--- src/rtl/pc_pkg.sv ---
// Shared definitions for the program counter: default width, next-PC select
// encodings and the sequential increment step.
package pc_pkg;

  localparam int unsigned PC_BITS_DEFAULT = 6;
  localparam int unsigned PC_INCR         = 2;

  localparam logic [1:0] PC_INC    = 2'b00;
  localparam logic [1:0] PC_BRANCH = 2'b01;
  localparam logic [1:0] PC_JUMP   = 2'b10;
  localparam logic [1:0] PC_HOLD   = 2'b11;

endpackage

--- src/rtl/pc_next_mux.sv ---
// Combinational next-PC selection: increment, PC-relative branch, absolute jump or hold.
module pc_next_mux
  import pc_pkg::*;
#(
  parameter int unsigned PC_BITS = PC_BITS_DEFAULT
) (
  input  logic [PC_BITS-1:0] pc,
  input  logic [1:0]         pc_ctl,
  input  logic [PC_BITS-1:0] imm,
  input  logic [PC_BITS-1:0] sr1_val,
  output logic [PC_BITS-1:0] next_pc_c
);

  // Sums are kept at PC_BITS so carries drop out and addresses wrap naturally.
  always_comb begin
    next_pc_c = pc;
    case (pc_ctl)
      PC_INC:    next_pc_c = pc + PC_BITS'(PC_INCR);
      PC_BRANCH: next_pc_c = pc + imm;
      PC_JUMP:   next_pc_c = sr1_val;
      default:   next_pc_c = pc;
    endcase
  end

endmodule

--- src/rtl/pc.sv ---
// Program counter: one register loaded from the next-PC mux on enabled edges,
// cleared asynchronously by an active-low reset.
module pc
  import pc_pkg::*;
#(
  parameter int unsigned PC_BITS = PC_BITS_DEFAULT
) (
  input  logic               clka,
  input  logic               reset,
  input  logic               pc_latch_data,
  input  logic [1:0]         pc_ctl,
  input  logic [PC_BITS-1:0] imm,
  input  logic [PC_BITS-1:0] sr1_val,
  output logic [PC_BITS-1:0] pc_out
);

  logic [PC_BITS-1:0] next_pc_c;

  pc_next_mux #(
    .PC_BITS (PC_BITS)
  ) u_next_mux (
    .pc        (pc_out),
    .pc_ctl    (pc_ctl),
    .imm       (imm),
    .sr1_val   (sr1_val),
    .next_pc_c (next_pc_c)
  );

  always_ff @(posedge clka or negedge reset) begin
    if (!reset) begin
      pc_out <= '0;
    end else if (pc_latch_data) begin
      pc_out <= next_pc_c;
    end
  end

endmodule

--- config.mk ---
export PLATFORM = sky130hd
export DESIGN_NAME = pc
export DESIGN_NICKNAME = d
export VERILOG_FILES = /design/src/rtl/pc_pkg.sv /design/src/rtl/pc_next_mux.sv /design/src/rtl/pc.sv
export SDC_FILE = /design/constraint.sdc
export NUM_CORES = 1
export LEC_CHECK = 0
export CAP_MARGIN = 20
export CORE_MARGIN = 4
export CORE_UTILIZATION = 40
export CTS_CLUSTER_SIZE = 30
export DETAILED_ROUTE_END_ITERATION = 8
export PLACE_DENSITY_LB_ADDON = 0.2
export SLEW_MARGIN = 20
export SYNTH_ARGS = -nofsm -noshare
export SYNTH_HDL_FRONTEND = slang
export SYNTH_SLANG_ARGS = --single-unit
--- constraint.sdc ---
create_clock -name clka -period 1.6 [get_ports clka]
set_input_delay 0.24 -clock clka [delete_from_list [all_inputs] [get_ports clka]]
set_output_delay 0.24 -clock clka [all_outputs]
set_load 0.005 [all_outputs]
==> Yosys cells after proc, flatten, opt, wreduce, memory -nomap -nowiden <==
Cells that the tools add are included.
{ "totals": {"register_bits": 6, "latch_bits": 0, "mem_bits_ro": 0, "ramBits": 0, "elab_cells": 9, "mem_count": 0} }
{ "op_classes": {"add_sub_neg": 2, "eq_ne": 2, "n_lt_le_gt_ge": 0, "mul": 0, "shifts": 0, "n_reduce_logical": 3, "mux": 1, "n_div": 0, "n_bitwise": 0} }
{ "ops": {"columns": ["operator", "count"], "rows": [
  ["$pmux 6 s3", 1],
  ["$add 6x2->6 const B", 1],
  ["$add 6x6->6", 1],
  ["$reduce_bool 3->1", 1],
  ["$eq 2x1->1 const B", 1],
  ["$eq 2x2->1 const B", 1],
  ["$logic_not 2->1", 1],
  ["$reduce_and 2->1", 1]
]} }

==> Longest topological paths before layout <==
{ "logic_depth": {"word_depth": 3, "mapped_depth": 7} }

==> By module <==
A second synthesis with hierarchy kept.
{ "hier_totals": {"hier_cells": 75, "area_unflattened_um2": 725.7} }
{ "modules_own_cells": {"columns": ["mod", "cells_per_inst", "n_inst", "area_each_um2", "seq_area_each_um2"], "rows": [
  ["pc_next_mux", 62, 1, 474.2, 0.0],
  ["pc", 13, 1, 251.5, 150.1]
]} }

==> Worst setup path before layout <==
OpenSTA, ideal clock, no wires.
{ "synth_timing": {"path_type": "reg2reg", "from": "register pc_out[3]", "to": "register pc_out[5]", "period_less_slack_ps": 1675, "n_path_buf": 0, "path_slack_ps": -75, "arrival_time_ps": 1606, "setup_ps": 69, "t_required_ps": 1531, "path_stages_with_launch": 6, "cell_sequence": "dfrtp_1 -> ha_1 -> o21ai_0 -> o21a_1 -> or4b_1 -> nand3_1"} }
{ "synth_via": {"elab_chain_cells": 2} }
{ "synth_lines": {"columns": ["item", "line", "source"], "rows": [
  ["start: declaration", "pc.sv:14", "output logic [PC_BITS-1:0] pc_out"],
  ["start signal: assignment", "pc.sv:33", "pc_out <= next_pc_c;"],
  ["$add 6x6->6 / $add 6x2->6 (equally long branches)", "pc_next_mux.sv:19, pc_next_mux.sv:18", null],
  ["$pmux 6 s3 *", "pc_next_mux.sv:17", "case (pc_ctl)"]
]} }
Mark *: on every way between the ends. The rest lies on a longest branch, timed or not.
A chain may end at the register's enable or synchronous reset.

==> Worst setup path in the final report <==
{ "layout_timing": {"from": "register pc_out[0]", "to": "register pc_out[4]"} }
The elaborated chain is that of the path after synthesis.

==> results_dict.tcl <==
set metrics [dict create \
    synth_seq_cells 6 \
    hold_buffers 0 \
    antenna_left 0 \
    fin_util_pct 77.3 \
    dpl_cell_area_mm2 0.00111 \
    clk_pin_slew_ns 0.06 \
    period_needed_ns 1.67 \
    pin_count 23 \
    synthCells 81 \
    max_cap_viol_count 0 \
    io_buffers 22 \
    p_leak_nw 0.536 \
    post_drt_wl_per_cell_um 14.3 \
    fp.coreArea_mm2 0.00159 \
    drt_iter0_markers 14 \
    regMostFlops "pc_out" \
    path_class "flop to flop" \
    cp-end-kind "flop" \
    critPathLaunchType "flop" \
    drive_above_1_share_pct 38.1 \
    rsz0062_at_grt "true" \
    skew_ns 0.00836 \
    numCtsBuffers 3 \
    stdcell_area_mm2 0.00123 \
    critPathTopFamily "flip-flops" \
    grt_max_degree 9 \
    cpPeakStageDelay_ns 0.40 \
    clock_latency_ns 0.26 \
    violations "setup timing" \
    syn_area_um2 713 \
    arrival_ns 1.84 \
    run_status "complete, but fails checks" \
    drc 0 \
    hold_viol_final 0 \
    worst_slew_pin_slew_ns 0.298 \
    grt_remaining_overflow 0 \
    max_clock_freq_mhz 597 \
    dr.pass1.iters 4 \
    post-route-period-util_pct 105 \
    fp.dieH_um 50.2 \
    critPathRequiredTime_ns 1.77 \
    peakVddDrop_v 0.000549 \
    cp_num_buf_inv 1 \
    slew_headroom_pct 80.1 \
    synthArstFlopShare_pct 100 \
    postLayoutSetupSlackWorst_ns -0.0739 \
    wl_um 2140 \
    root_buffer "clkbuf_4" \
    grt_pass1_wl_um 3510 \
    powerDensity_mw_per_mm2 966 \
    synth.largest_area_cell "dfrtp_1" \
    n_antenna_cell 0 \
    synth-main-ff-cell "dfrtp_1" \
    vias 793 \
    setup_viol 2 \
    synth_edf_count 0 \
    cts_buffer_depth 2 \
    worstPathCellList "ha_4 > inv_2 > fa_2 > nor2b_1 > o21a_1 > or3_1 > a31oi_1" \
    rows 14 \
    grt_util_all_layers_pct 18.5 \
    path_max_fanout 2 \
    die_area_mm2 0.00252 \
    die_w_um 50.2 \
    largest_register_ffs 6 \
    drv_slew 0 \
    place_hpwl_um 1560 \
    synth_nets 108 \
    yosys_warnings 0 \
    worst_hold_path_type "input port to asynchronous set/reset pin" \
    antenna_found_initial 0 \
    grt_pass1_vias 774 \
    syn_to_final_growth_pct 72.8 \
    synth-seq-area-share_pct 21.1 \
    fin_cells 150 \
    cts_tree "built" \
    cp_slowest_cell "dfrtp_1" \
    place.gp.congestion 0.797 \
    yosys.cell_types.count 36 \
    layout.nets 154 \
    viasPerCell 5.29 \
    clkSinkCount 6 \
    syn_avg_cell_area_um2 8.80 \
    reg.largest.list "pc_out x6" \
    synth_area_leaders "dfrtp_1 21%, ha_1 16%, inv_1 3.7%" \
    dp.cells 142 \
    htreeDepth 1 \
    netlist.area_leader.share_pct 21.1 \
    start_util_pct 44.7 \
    fin_hold_ws_ns 0.232 \
]
power breakdown:
part           switching (mW)  internal [mW]  leakage, nW
Sequential             0.0785          0.200       0.0712
Clock                  0.0681         0.0953       0.0150
Combinational           0.298          0.451        0.449
Total                   0.445          0.746        0.536
worst reg2reg max path, cell delays in order (launching register included):
cell and delay, ns:
dfrtp_1 0.40, ha_4 0.18, inv_2 0.05, fa_2 0.22, nor2b_1 0.06, o21a_1 0.18
or3_1 0.34, a31oi_1 0.18
routing by layer:
layer / wire length [um] / vias up / global-route usage (%)
met4: 40 / 0 / 9.68
met5: 0 / - / 0
li1: - / 395 / -
met1: 900 / 357 / 22.5
met2: 1050 / 36 / 30.4
met3: 156 / 5 / 3.85
synthesized netlist by cell type (2+ instances only):
library cell and instances:
ha_1 9, nor2b_1 3, dfrtp_1 6, xnor2_1 2, nand2_1 6, o221ai_1 2
o2bb2ai_1 2, a21oi_1 3, nand3_1 2, o21ai_0 4, nand2b_1 3, a211oi_1 2
o211ai_1 2, nor2_1 5, a22oi_1 2, inv_1 7, o21a_1 2
cell families (layout without fill, tap and decap cells):
family | after synthesis | in the layout | share of synthesized area (%)
buffers and inverters | 9 | 54 | 5.96
xor gates and xnor gates | 2 | 2 | 2.46
muxes | 2 | 2 | 4.56
and+or+nand+nor | 28 | 28 | 23.7
AOI/OAI and AO/OA | 24 | 24 | 23.7
adders and majority gates | 10 | 10 | 18.6
DFF | 6 | 6 | 21.1
final timing paths:
kind | start | end | slack, ns | depth (start not counted)
worst max-delay path | pc_out[0] | pc_out[4] | -0.07 | 7
worst min-delay path | reset | pc_out[1] | 0.23 | 1
worst max register to register | pc_out[0] | pc_out[4] | -0.07 | 7
worst min register to register | pc_out[0] | pc_out[0] | 0.64 | 3
max in group asynchronous | reset | pc_out[2] | 1.12 | 1
min in group clka | imm[0] | pc_out[0] | 0.60 | 4
repair_timing:
item	4_1_cts	5_1_grt
cloned	0	0
setup endpoints to repair	5	4
buffers inserted	3	1
gates resized for setup	13	6
pin swaps	12	8
cells in the final DEF, fill, tap and decap left out, types with 2 or more instances in the layout:
cell type         n
nor2_1            5
o2bb2ai_1         2
nand2b_1          3
inv_2             3
inv_1             4
o21ai_0           3
ha_4              5
o211ai_1          2
a22oi_1           2
a21oi_1           3
buf_4            21
o221ai_1          2
dfrtp_1           3
ha_1              2
nor2b_1           3
ha_2              2
clkdlybuf4s50_1  17
o21a_1            2
nand2_1           6
nand3_1           2
clkbuf_4          3
dlygate4sd2_1     4
dfrtp_2           3
area by class of cell:
type	instances	area (um2)
Multi-Input combinational cell	66	621
Tap cell	24	30.0
Timing Repair Buffer	43	375
Fill cell	112	362
Clock buffer	4	26.3
Inverter	7	26.3
Sequential cell	6	154
metrics by stage:
stage | power (mW) | worst slack [ns] | TNS [ns]
finish | 1.19 | -0.0739 | -0.0936
detailed placement | 0.910 | -0.450 | -1.96
global placement | 0.894 | -0.392 | -1.78
global route | 1.29 | -0.159 | -0.264
floorplan | 0.614 | -0.00937 | -0.00937
CTS | 1.14 | -0.0701 | -0.144
Note: power is estimated with default switching activity, not from simulation.
